## src/rtl/muldiv_unit.sv

```systemverilog
// rtl/muldiv_unit.sv - iterative RV32M multiply/divide unit that stalls the phase-clock divider while busy
module muldiv_unit #(
  parameter int XLEN = 32
) (
  input  logic            clk_100M,
  input  logic            rst,
  input  logic            start,
  input  logic [2:0]      funct3,
  input  logic [XLEN-1:0] op_a,
  input  logic [XLEN-1:0] op_b,
  output logic [XLEN-1:0] result,
  output logic            done,
  output logic            alu_complete
);

  localparam int CW = $clog2(XLEN);
  localparam logic [CW-1:0]   LAST    = CW'(XLEN - 1);
  localparam logic [XLEN-1:0] INT_MIN = {1'b1, {(XLEN-1){1'b0}}};

  typedef enum logic [1:0] {IDLE, CALC, FIX} state_t;

  state_t            state, state_next;
  logic [2:0]        f_q;
  logic [2*XLEN-1:0] acc;      // mul: {partial hi, multiplier}; div: {remainder, quotient}
  logic [XLEN-1:0]   opnd;     // multiplicand or divisor magnitude
  logic [CW-1:0]     count;
  logic              neg_q;    // negate product / quotient in FIX
  logic              neg_r;    // negate remainder in FIX

  logic              signed_a, signed_b, sa, sb, is_div, special;
  logic [XLEN-1:0]   abs_a, abs_b;
  logic [XLEN:0]     mul_sum, div_trial, div_diff;
  logic [2*XLEN-1:0] step_acc, prod_fix;
  logic [XLEN-1:0]   quo_fix, rem_fix, fix_res;

  // Operand decode for the request presented in IDLE: signedness, magnitudes, special divides
  always_comb begin
    signed_a = ~((funct3 == 3'b011) | (funct3 == 3'b101) | (funct3 == 3'b111));
    signed_b = signed_a & (funct3 != 3'b010);
    sa       = signed_a & op_a[XLEN-1];
    sb       = signed_b & op_b[XLEN-1];
    abs_a    = sa ? (~op_a + 1'b1) : op_a;
    abs_b    = sb ? (~op_b + 1'b1) : op_b;
    is_div   = funct3[2];
    // Signed overflow only exists for DIV/REM (funct3[0]==0 within the divide group)
    special  = is_div & ((op_b == '0) |
               (~funct3[0] & (op_a == INT_MIN) & (op_b == {XLEN{1'b1}})));
  end

  // One radix-2 iteration: add-then-shift multiply or restoring divide step
  always_comb begin
    mul_sum   = {1'b0, acc[2*XLEN-1:XLEN]} + (acc[0] ? {1'b0, opnd} : '0);
    div_trial = acc[2*XLEN-1:XLEN-1];
    div_diff  = div_trial - {1'b0, opnd};
    if (!f_q[2]) begin
      step_acc = {mul_sum, acc[XLEN-1:1]};
    end else if (!div_diff[XLEN]) begin
      step_acc = {div_diff[XLEN-1:0], acc[XLEN-2:0], 1'b1};
    end else begin
      step_acc = {div_trial[XLEN-1:0], acc[XLEN-2:0], 1'b0};
    end
  end

  // Sign correction and result selection applied in FIX
  always_comb begin
    prod_fix = neg_q ? (~acc + 1'b1) : acc;
    quo_fix  = neg_q ? (~acc[XLEN-1:0] + 1'b1) : acc[XLEN-1:0];
    rem_fix  = neg_r ? (~acc[2*XLEN-1:XLEN] + 1'b1) : acc[2*XLEN-1:XLEN];
    case (f_q)
      3'b000:                 fix_res = prod_fix[XLEN-1:0];
      3'b001, 3'b010, 3'b011: fix_res = prod_fix[2*XLEN-1:XLEN];
      3'b100, 3'b101:         fix_res = quo_fix;
      default:                fix_res = rem_fix;
    endcase
  end

  // State register
  always_ff @(posedge clk_100M) begin
    if (rst) state <= IDLE;
    else     state <= state_next;
  end

  // Next-state logic
  always_comb begin
    state_next = state;
    case (state)
      IDLE:    if (start) state_next = special ? FIX : CALC;
      CALC:    if (count == LAST) state_next = FIX;
      FIX:     state_next = IDLE;
      default: state_next = IDLE;
    endcase
  end

  // Datapath and registered outputs
  always_ff @(posedge clk_100M) begin
    if (rst) begin
      f_q          <= '0;
      acc          <= '0;
      opnd         <= '0;
      count        <= '0;
      neg_q        <= 1'b0;
      neg_r        <= 1'b0;
      result       <= '0;
      done         <= 1'b0;
      alu_complete <= 1'b1;
    end else begin
      done <= 1'b0;
      case (state)
        IDLE: begin
          if (start) begin
            f_q          <= funct3;
            count        <= '0;
            alu_complete <= 1'b0;
            if (special) begin
              // Preload final {remainder, quotient}; FIX then just selects it
              neg_q <= 1'b0;
              neg_r <= 1'b0;
              acc   <= (op_b == '0) ? {op_a, {XLEN{1'b1}}} : {{XLEN{1'b0}}, INT_MIN};
            end else if (is_div) begin
              acc   <= {{XLEN{1'b0}}, abs_a};
              opnd  <= abs_b;
              neg_q <= sa ^ sb;
              neg_r <= sa;
            end else begin
              acc   <= {{XLEN{1'b0}}, abs_b};
              opnd  <= abs_a;
              neg_q <= sa ^ sb;
              neg_r <= 1'b0;
            end
          end
        end
        CALC: begin
          acc   <= step_acc;
          count <= count + 1'b1;
        end
        FIX: begin
          result       <= fix_res;
          done         <= 1'b1;
          alu_complete <= 1'b1;
        end
        default: ;
      endcase
    end
  end

endmodule
```

## config.mk

```make
export PLATFORM = sky130hd
export DESIGN_NAME = muldiv_unit
export DESIGN_NICKNAME = d
export VERILOG_FILES = /design/src/rtl/muldiv_unit.sv
export SDC_FILE = /design/constraint.sdc
export NUM_CORES = 1
export LEC_CHECK = 0
export BUFFER_PORTS_ARGS = -buffer_cell sky130_fd_sc_hd__buf_2
export CAP_MARGIN = 15
export CORE_UTILIZATION = 35
export CTS_CLUSTER_SIZE = 24
export DETAILED_ROUTE_END_ITERATION = 8
export SLEW_MARGIN = 10
export SYNTH_ARGS = -nofsm -noshare
export SYNTH_HDL_FRONTEND = slang
export SYNTH_SLANG_ARGS = --single-unit
```

## constraint.sdc

```tcl
create_clock -name clk_100M -period 3.1 [get_ports clk_100M]
set_input_delay 0.62 -clock clk_100M [delete_from_list [all_inputs] [get_ports clk_100M]]
set_output_delay 0.62 -clock clk_100M [all_outputs]
set_load 0.01 [all_outputs]
```

==> out/results.txt, run 1 <==
RSZ-0062 raised after global routing -> yes
Flop pwr share -> 25.2%
CTS tree -> yes
FMAX -> 0.328 GHz
Crit-path leading delay family -> compound AO/OA/AOI/OAI gates
Slowest stage cell, crit path -> or3b_4
Overflow after GRT -> 0
Setup Total Neg Slack -> 0 ns
Post-Synthesis Cells -> 2046
WL/cell -> 23.5 µm
Area occupied by multi-input gates -> 11400 µm²
Vias in the first global route -> 16.9k
PD cells -> 415 nW/µm²
Actual slew at the worst max-slew pin -> 1.15 ns
Min cycle time layout -> 3.05 ns
Avg Vias per Cell -> 6.06
CP Max Fanout -> 6
CTS Root Cell -> clkbuf_16
Outcome -> completed
Final Hold Vio Count -> 0
Worst-path clk slew -> 0.08 ns
Top FF cell, synth -> dfxtp_1
Post-synthesis sequential area ratio -> 19.6%
Clock group share of total power -> 28.0%
Final HPWL DP -> 54800 µm
Initial core utilization -> 35.5%
Fillers -> 4161
Post-synth cell types -> 76
Clk_lat worst skew -> 0.45 ns
Die X -> 206 µm
Worst setup SP type -> flip-flop
#FFs+latches synth -> 142
CP peak stage delay -> 0.38 ns
Sw Ratio -> 40.9%
TritonRoute pass-1 iters -> 6
Max cap viols -> 0
Gpl congestion -> 1.02
CTS Buffer Depth -> 2
Post-DRT Antenna Nets -> 0
Post-synth ARST share -> 0%
Share of layout cells above drive strength 1 -> 30.1%
Internal -> 0.00481 W
Final std cells w/o fill -> 2964
Site Rows -> 74
DRC errors left -> 0
Metal2 WL -> 30100 µm
H-tree levels -> 4
Placed Area -> 18200 µm²
Routed wl met3 -> 6550 µm
P&R area growth vs syn -> 34.9%
Die Y-Extent -> 206 µm
Drt total wl -> 69700 µm
Share of power burned in combinational logic -> 46.8%
Setup violators final -> 0
Final instance area -> 19600 µm²
I/O pin count -> 104
Initial antenna violation count -> 1
Mapped cell area -> 14500 µm²
PortBufs -> 103
Hold Path Class -> reg2reg
Ys Warns -> 0
Slew Viols, Final -> 0
WP data required -> 3.44 ns
Max_slew headroom -> 23.3%
Critical path endpoint category -> flip-flop
Metal-1 WL -> 28700 µm
Final period util -> 98.3%
First-iteration detailed-routing DRC count -> 1801
CP Cell Sequence -> inv_6 > buf_12 > nor2_2 > ha_1 > and3_4 > o211a_1 > or3b_4 > o21a_4 > o2111a_1 > nor3_2 > buf_4 > nor4_1 > a41o_1 > o31a_1
Clock Sinks -> 142
Critical path class -> reg2reg
Vias -> 18.0k
CP Buf/Inv Count -> 3
Largest net degree at the start of global routing -> 66
Crit path DAT -> 3.39 ns
Peak VDD IR -> 325 µV
Die area -> 42300 µm²
Total Nets Final -> 2559
Gr usage total -> 32.0%
CTS buffer count -> 17
Clk_skew -> 0.0148 ns
Mapped Nets -> 2189
Reg area -> 2860 µm²
Core ar. -> 40900 µm²
Sw Pwr -> 0.00332 W
Placed Cells -> 2916
Top Metal Used -> met4
Global-route wire length before repair -> 101000 µm
Post-synth EDFFs -> 0
Lkg Pwr -> 8.33 nW
Average size of a mapped cell -> 7.10 µm²
==> metrics by stage <==
stage / setup WS (ns) / power (W) / util [%] / hold WS (ns)
2_1_floorplan: -0.0724 / 0.00399 / - / 0.432
3_3_place_gp: -0.351 / 0.00540 / 44.6 / 0.441
3_5_place_dp: -0.315 / 0.00542 / 44.6 / 0.444
4_1_cts: -0.0642 / 0.00784 / 46.6 / 0.453
5_1_grt: -0.0361 / 0.00844 / 47.9 / 0.480
6_report: 0.0529 / 0.00813 / 47.9 / 0.455
==> flip-flops by register name, summed over array words and instances, names as in the netlist <==
register      flops
neg_r             1
count             5
acc              64
alu_complete      1
opnd             32
f_q               3
done              1
result           32
neg_q             1
state             2
==> metal layers <==
metal	global-route usage, %	up-vias
met3	5.31	219
met5	0	-
met4	19.3	0
li1	-	8265
met1	41.5	8523
met2	49.4	947
==> power groups by stage <==
| stage | clock, W | combinational [W] | sequential, W |
|---|---|---|---|
| finish | 0.00227 | 0.00381 | 0.00205 |
| global route | 0.00235 | 0.00402 | 0.00206 |
| global placement | 0 | 0.00333 | 0.00207 |
| floorplan | 0 | 0.00194 | 0.00205 |
| CTS | 0.00227 | 0.00353 | 0.00204 |
| detailed placement | 0 | 0.00335 | 0.00208 |
==> worst reg2reg max path, delay by kind of cell, from the launching register on <==
kind            cells  cell delay [ns]
flops               1             0.36
buf+inv             3             0.37
compound gates      5             1.12
simple gates        5             0.77
fa+ha+maj           1             0.32
==> layout by cell type, fill, tap and decap left out, types with 10 or more instances in the layout <==
| cell type | n |
|---|---|
| a211oi_1 | 36 |
| a21o_1 | 33 |
| a21oi_1 | 148 |
| a21oi_2 | 24 |
| a221oi_1 | 21 |
| a22oi_1 | 19 |
| a31oi_1 | 21 |
| and3_1 | 10 |
| buf_2 | 102 |
| buf_4 | 391 |
| clkbuf_16 | 19 |
| dfxtp_1 | 129 |
| dfxtp_2 | 12 |
| ha_1 | 59 |
| inv_1 | 67 |
| mux2_2 | 35 |
| mux2i_1 | 25 |
| nand2_1 | 180 |
| nand3_1 | 42 |
| nand4_1 | 28 |
| nor2_1 | 197 |
| nor3_1 | 83 |
| nor4_1 | 13 |
| o211ai_1 | 31 |
| o21a_1 | 12 |
| o21ai_0 | 123 |
| o21ai_1 | 14 |
| o221ai_1 | 11 |
| o22ai_1 | 47 |
| o31ai_1 | 19 |
| o41ai_1 | 11 |
| or3_1 | 17 |
| or4_1 | 12 |
| xnor2_1 | 120 |
| xor2_1 | 66 |
==> cell type report <==
| class | count | share of cell area (%) |
|---|---|---|
| well taps | 532 | 3.40 |
| inverters | 77 | 1.59 |
| repair buffers | 509 | 19.1 |
| multi-input cells | 1669 | 58.1 |
| flip-flops and latches | 142 | 14.6 |
| diodes | 3 | 0.0383 |
| clock inverters | 15 | 0.970 |
| clock buffers | 17 | 2.17 |
==> Yosys cell counts (5+ instances only) <==
master	instances	area share, %
o31a_1	5	0.30
o22ai_1	48	2.1
nor4_1	15	0.65
nor3_1	87	3.0
nand3_1	51	1.8
nand4_1	28	1.2
o221ai_1	13	0.78
o211a_1	5	0.34
mux2i_1	26	1.8
nor2b_1	11	0.47
clkbuf_1	138	3.6
and3_1	12	0.52
o211ai_1	31	1.6
nand2_1	180	4.6
a2111oi_0	8	0.48
and2_1	7	0.30
nor2_1	206	5.3
nand2b_1	10	0.43
a211oi_1	42	2.2
xnor2_1	120	7.2
a21oi_1	170	5.9
o221a_2	6	0.46
and4_1	6	0.36
xor2_1	66	4.0
a21o_1	33	1.7
a221oi_1	23	1.4
inv_1	75	1.9
ha_1	71	6.1
a31oi_1	21	0.90
or2_2	10	0.43
or3_1	17	0.73
or4_1	14	0.72
dfxtp_1	142	20
o21bai_1	9	0.46
o41ai_1	14	0.84
nor3b_1	7	0.36
a222oi_1	9	0.62
o21ai_0	137	4.7
o21a_1	14	0.72
o31ai_1	19	0.98
a22oi_1	20	1.0
mux2_2	35	2.7
buf_1	14	0.36
==> worst paths after layout <==
kind | from | endpoint | slack [ns] | cells past startpoint
worst min register to register | opnd[20] | opnd[20] | 0.45 | 2
worst max register to register | acc[0] | acc[60] | 0.05 | 14
worst max-delay path | acc[0] | acc[60] | 0.05 | 14
worst min-delay path | opnd[20] | opnd[20] | 0.45 | 2
==> logic make-up (layout without fill, tap and decap cells) <==
logic type | Yosys count | after routing | synth area share (%)
adders and majority gates | 73 | 73 | 6.39
muxes | 61 | 61 | 4.50
buffers and inverters | 235 | 618 | 6.18
AOI/OAI and AO/OA | 668 | 668 | 29.9
xor gates and xnor gates | 186 | 186 | 11.2
DFF | 142 | 142 | 19.6
and+or+nand+nor | 681 | 681 | 22.3
other | 0 | 3 | 0
==> timing repair <==
item	4_1_cts	5_1_grt
buffers inserted	2	8
hold buffers	0	0
pin swaps	9	43
setup endpoints to repair	32	50
gates cloned	2	2
resized for setup	38	110
Power figures use the tool's default switching activity.
==> inputs of run 2 (changes only) <==
ABC_AREA = 1   (was unset)
CAP_MARGIN = unset   (was 15)
==> out/results.txt, run 2 <==
Worst setup SP type -> flip-flop (unchanged)
Initial core utilization -> 35.5% (about the same)
Top flop regs -> acc x64, opnd x32, result x32 (unchanged)
P&R area growth vs syn -> 11.8% (was 34.9%)
Top FF cell, synth -> dfxtp_1 (unchanged)
Flop pwr share -> 25.8% (was 25.2%)
Worst Setup Slack post-DPL -> 0.0309 ns (was -0.315 ns)
Initial antenna violation count -> 1 (unchanged)
PD cells -> 422 nW/µm² (was 415 nW/µm²)
Average size of a mapped cell -> 5.39 µm² (was 7.10 µm²)
#FFs+latches synth -> 142 (unchanged)
WP data required -> 3.47 ns (was 3.44 ns)
Share of power burned in combinational logic -> 47.7% (was 46.8%)
DRC errors left -> 0 (unchanged)
Clock Sinks -> 142 (unchanged)
Gr usage total -> 30.5% (was 32.0%)
Final HPWL DP -> 65500 µm (was 54800 µm)
Final Hold Vio Count -> 0 (unchanged)
Clock group share of total power -> 26.5% (was 28.0%)
Post-synth ARST share -> 0% (unchanged)
Largest net degree at the start of global routing -> 86 (was 66)
Vias in the first global route -> 19.9k (was 16.9k)
Hold Path Class -> reg2reg (unchanged)
Sw Pwr -> 0.00405 W (was 0.00332 W)
Most frequent cells after synthesis -> nand2_1, inv_1, nor2_1 (was nor2_1, nand2_1, a21oi_1)
Post-synth cell types -> 59 (was 76)
WL/cell -> 19.9 µm (was 23.5 µm)
Gpl congestion -> 1.07 (was 1.02)
Share of the synthesized area in the top cell type -> 22.3% (was 19.6%)
Post_cts resized -> 0 (was 38)
PortBufs -> 103 (unchanged)
Final WS setup -> 0.237 ns (was 0.0529 ns)
Vias -> 22.0k (was 18.0k)
CTS buffer count -> 17 (unchanged)
Routing usage on met3 -> 4.64% (was 5.31%)
Share of layout cells above drive strength 1 -> 9.00% (was 30.1%)
Die Y-Extent -> 228 µm (was 206 µm)
CTS tree -> yes (unchanged)
RSZ-0062 raised after global routing -> no (was yes)
H-tree levels -> 4 (unchanged)
Final period util -> 92.3% (was 98.3%)
Crit path DAT -> 3.23 ns (was 3.39 ns)
TritonRoute pass-1 iters -> 6 (unchanged)
CTS Root Cell -> clkbuf_16 (unchanged)
Post-synthesis sequential area ratio -> 15.9% (was 19.6%)
Synth area leader -> nand2_1 (was dfxtp_1)
Critical path endpoint category -> flip-flop (unchanged)
I/O pin count -> 104 (unchanged)
Commonest non-fill, non-tap cell in the layout -> nand2_1 (was buf_4)
Total Nets Final -> 3529 (was 2559)
Overflow after GRT -> 0 (unchanged)
Min cycle time layout -> 2.86 ns (was 3.05 ns)
Synth top area cells -> nand2_1, dfxtp_1, inv_1 (was dfxtp_1, xnor2_1, ha_1)
Mapped Nets -> 3453 (was 2189)
Sw Ratio -> 48.1% (was 40.9%)
Count leader, synth -> nand2_1 (was nor2_1)
GRT busiest layer -> met2 (unchanged)
Core ar. -> 50300 µm² (was 40900 µm²)
Number of antenna cells inserted -> 0 (was 3)
FMAX -> 0.349 GHz (was 0.328 GHz)
Lkg Pwr -> 10.6 nW (was 8.33 nW)
Critical path class -> reg2reg (unchanged)
Max FFs per register -> 64 (unchanged)
Worst Setup SP -> acc[31] (was acc[0])
Clk_lat worst skew -> 0.46 ns (was 0.45 ns)
Internal -> 0.00437 W (was 0.00481 W)
CP Max Fanout -> 17 (was 6)
Die X -> 228 µm (was 206 µm)
Setup bufs post-CTS -> 0 (was 2)
Peak VDD IR -> 436 µV (was 325 µV)
Ys Warns -> 0 (unchanged)
Die area -> 51900 µm² (was 42300 µm²)
Actual slew at the worst max-slew pin -> 0.963 ns (was 1.15 ns)
FF-to-FF Start -> acc[31] (was acc[0])
GR Util met1 -> 43.0% (was 41.5%)
Max_slew headroom -> 35.7% (was 23.3%)
Slew Viols, Final -> 0 (unchanged)
Post-Synthesis Cells -> 3310 (was 2046)
Site Rows -> 82 (was 74)
Max cap viols -> 0 (unchanged)
Worst-path clk slew -> 0.08 ns (about the same)
Drt total wl -> 81000 µm (was 69700 µm)
Avg Vias per Cell -> 5.40 (was 6.06)
Post-DRT Antenna Nets -> 0 (unchanged)
Setup violators final -> 0 (unchanged)
Outcome -> completed (unchanged)
Post-synth EDFFs -> 0 (unchanged)
CTS Buffer Depth -> 2 (unchanged)
Mapped cell area -> 17900 µm² (was 14500 µm²)
Setup Total Neg Slack -> 0 ns (unchanged)
First-iteration detailed-routing DRC count -> 2768 (was 1801)
GR Util met2 -> 44.1% (was 49.4%)
Clk_skew -> 0.0164 ns (was 0.0148 ns)
Hold buffer count at cts -> 0 (unchanged)
Largest reg by FF count -> acc (unchanged)
Min-Delay Startpoint -> result[17] (was opnd[20])
Global-route wire length before repair -> 122000 µm (was 101000 µm)
Commonest non-fill, non-tap cells in the layout -> nand2_1, inv_1, nor2_1 (was buf_4, nor2_1, nand2_1)
run 2: per-layer routing:
| metal | vias to the layer above | part of all wire [%] | wire length (µm) |
|---|---|---|---|
| met1 | 9834 | 44 | 35200 |
| met2 | 1183 | 40 | 32600 |
| met5 | - | 0.014 | 11 |
| li1 | 10800 | - | - |
| met3 | 206 | 10 | 8330 |
| met4 | 2 | 6.0 | 4850 |
run 2: cell families (layout without fill, tap and decap cells):
logic type               count (synthesis)  after routing  synth area share (%)
AO/OA/AOI/OAI                          559            559                  17.9
XOR/XNOR                                86             86                  4.22
adder cells (fa/ha/maj)                 73             73                  5.20
buffers and inverters                  620            709                  13.6
flip-flops                             142            142                  15.9
multiplexers                             1              1                0.0561
AND/OR/NAND/NOR                       1829           1829                  43.1
run 2: critical path, cell delays in order, from the launching register on:
cell     delay [ns]
dfxtp_1        0.34
inv_1          0.08
ha_1           0.24
fa_1           0.45
inv_1          0.10
nand3_1        0.08
nand2_2        0.14
nand2_1        0.08
nand2_2        0.09
nand2_1        0.07
nand2_2        0.10
nand2_4        0.07
nand2_4        0.07
nand2_4        0.07
buf_4          0.21
nand3_1        0.11
nand3_1        0.11
nand2_1        0.11
nand2_1        0.05
a21oi_1        0.18
run 2: power by group through the flow:
stage                     Clock [W]  Sequential [W]  Combinational (W)
after floorplan                   0         0.00213            0.00260
after global placement            0         0.00221            0.00386
after detailed placement          0         0.00220            0.00386
after CTS                   0.00225         0.00216            0.00387
after global routing        0.00232         0.00219            0.00438
final                       0.00223         0.00217            0.00402
run 2: cell type report:
| type | count | area [µm²] |
|---|---|---|
| fillers | 5819 | 30300 |
| multi-input cells | 2548 | 12600 |
| flip-flops and latches | 142 | 2850 |
| inverters | 487 | 1830 |
| repair buffers | 190 | 1220 |
| well taps | 672 | 841 |
| clock buffers | 17 | 425 |
| clock inverters | 15 | 189 |
run 2: final timing paths:
kind,cells past startpoint,to,slack [ns]
worst min register to register,2,result[17],0.45
worst max register to register,19,acc[48],0.24
worst min-delay path,2,result[17],0.45
worst max-delay path,19,acc[48],0.24
run 2: metrics by stage:
stage	power, W	cells	util (%)	cell area (µm²)	hold WS [ns]
2_1_floorplan	0.00474	3310	-	17900	0.445
3_3_place_gp	0.00607	4039	38.5	19300	0.427
3_5_place_dp	0.00606	4039	38.5	19300	0.436
4_1_cts	0.00828	4071	39.7	20000	0.453
5_1_grt	0.00889	4071	39.7	20000	0.470
6_report	0.00842	4071	39.7	20000	0.448
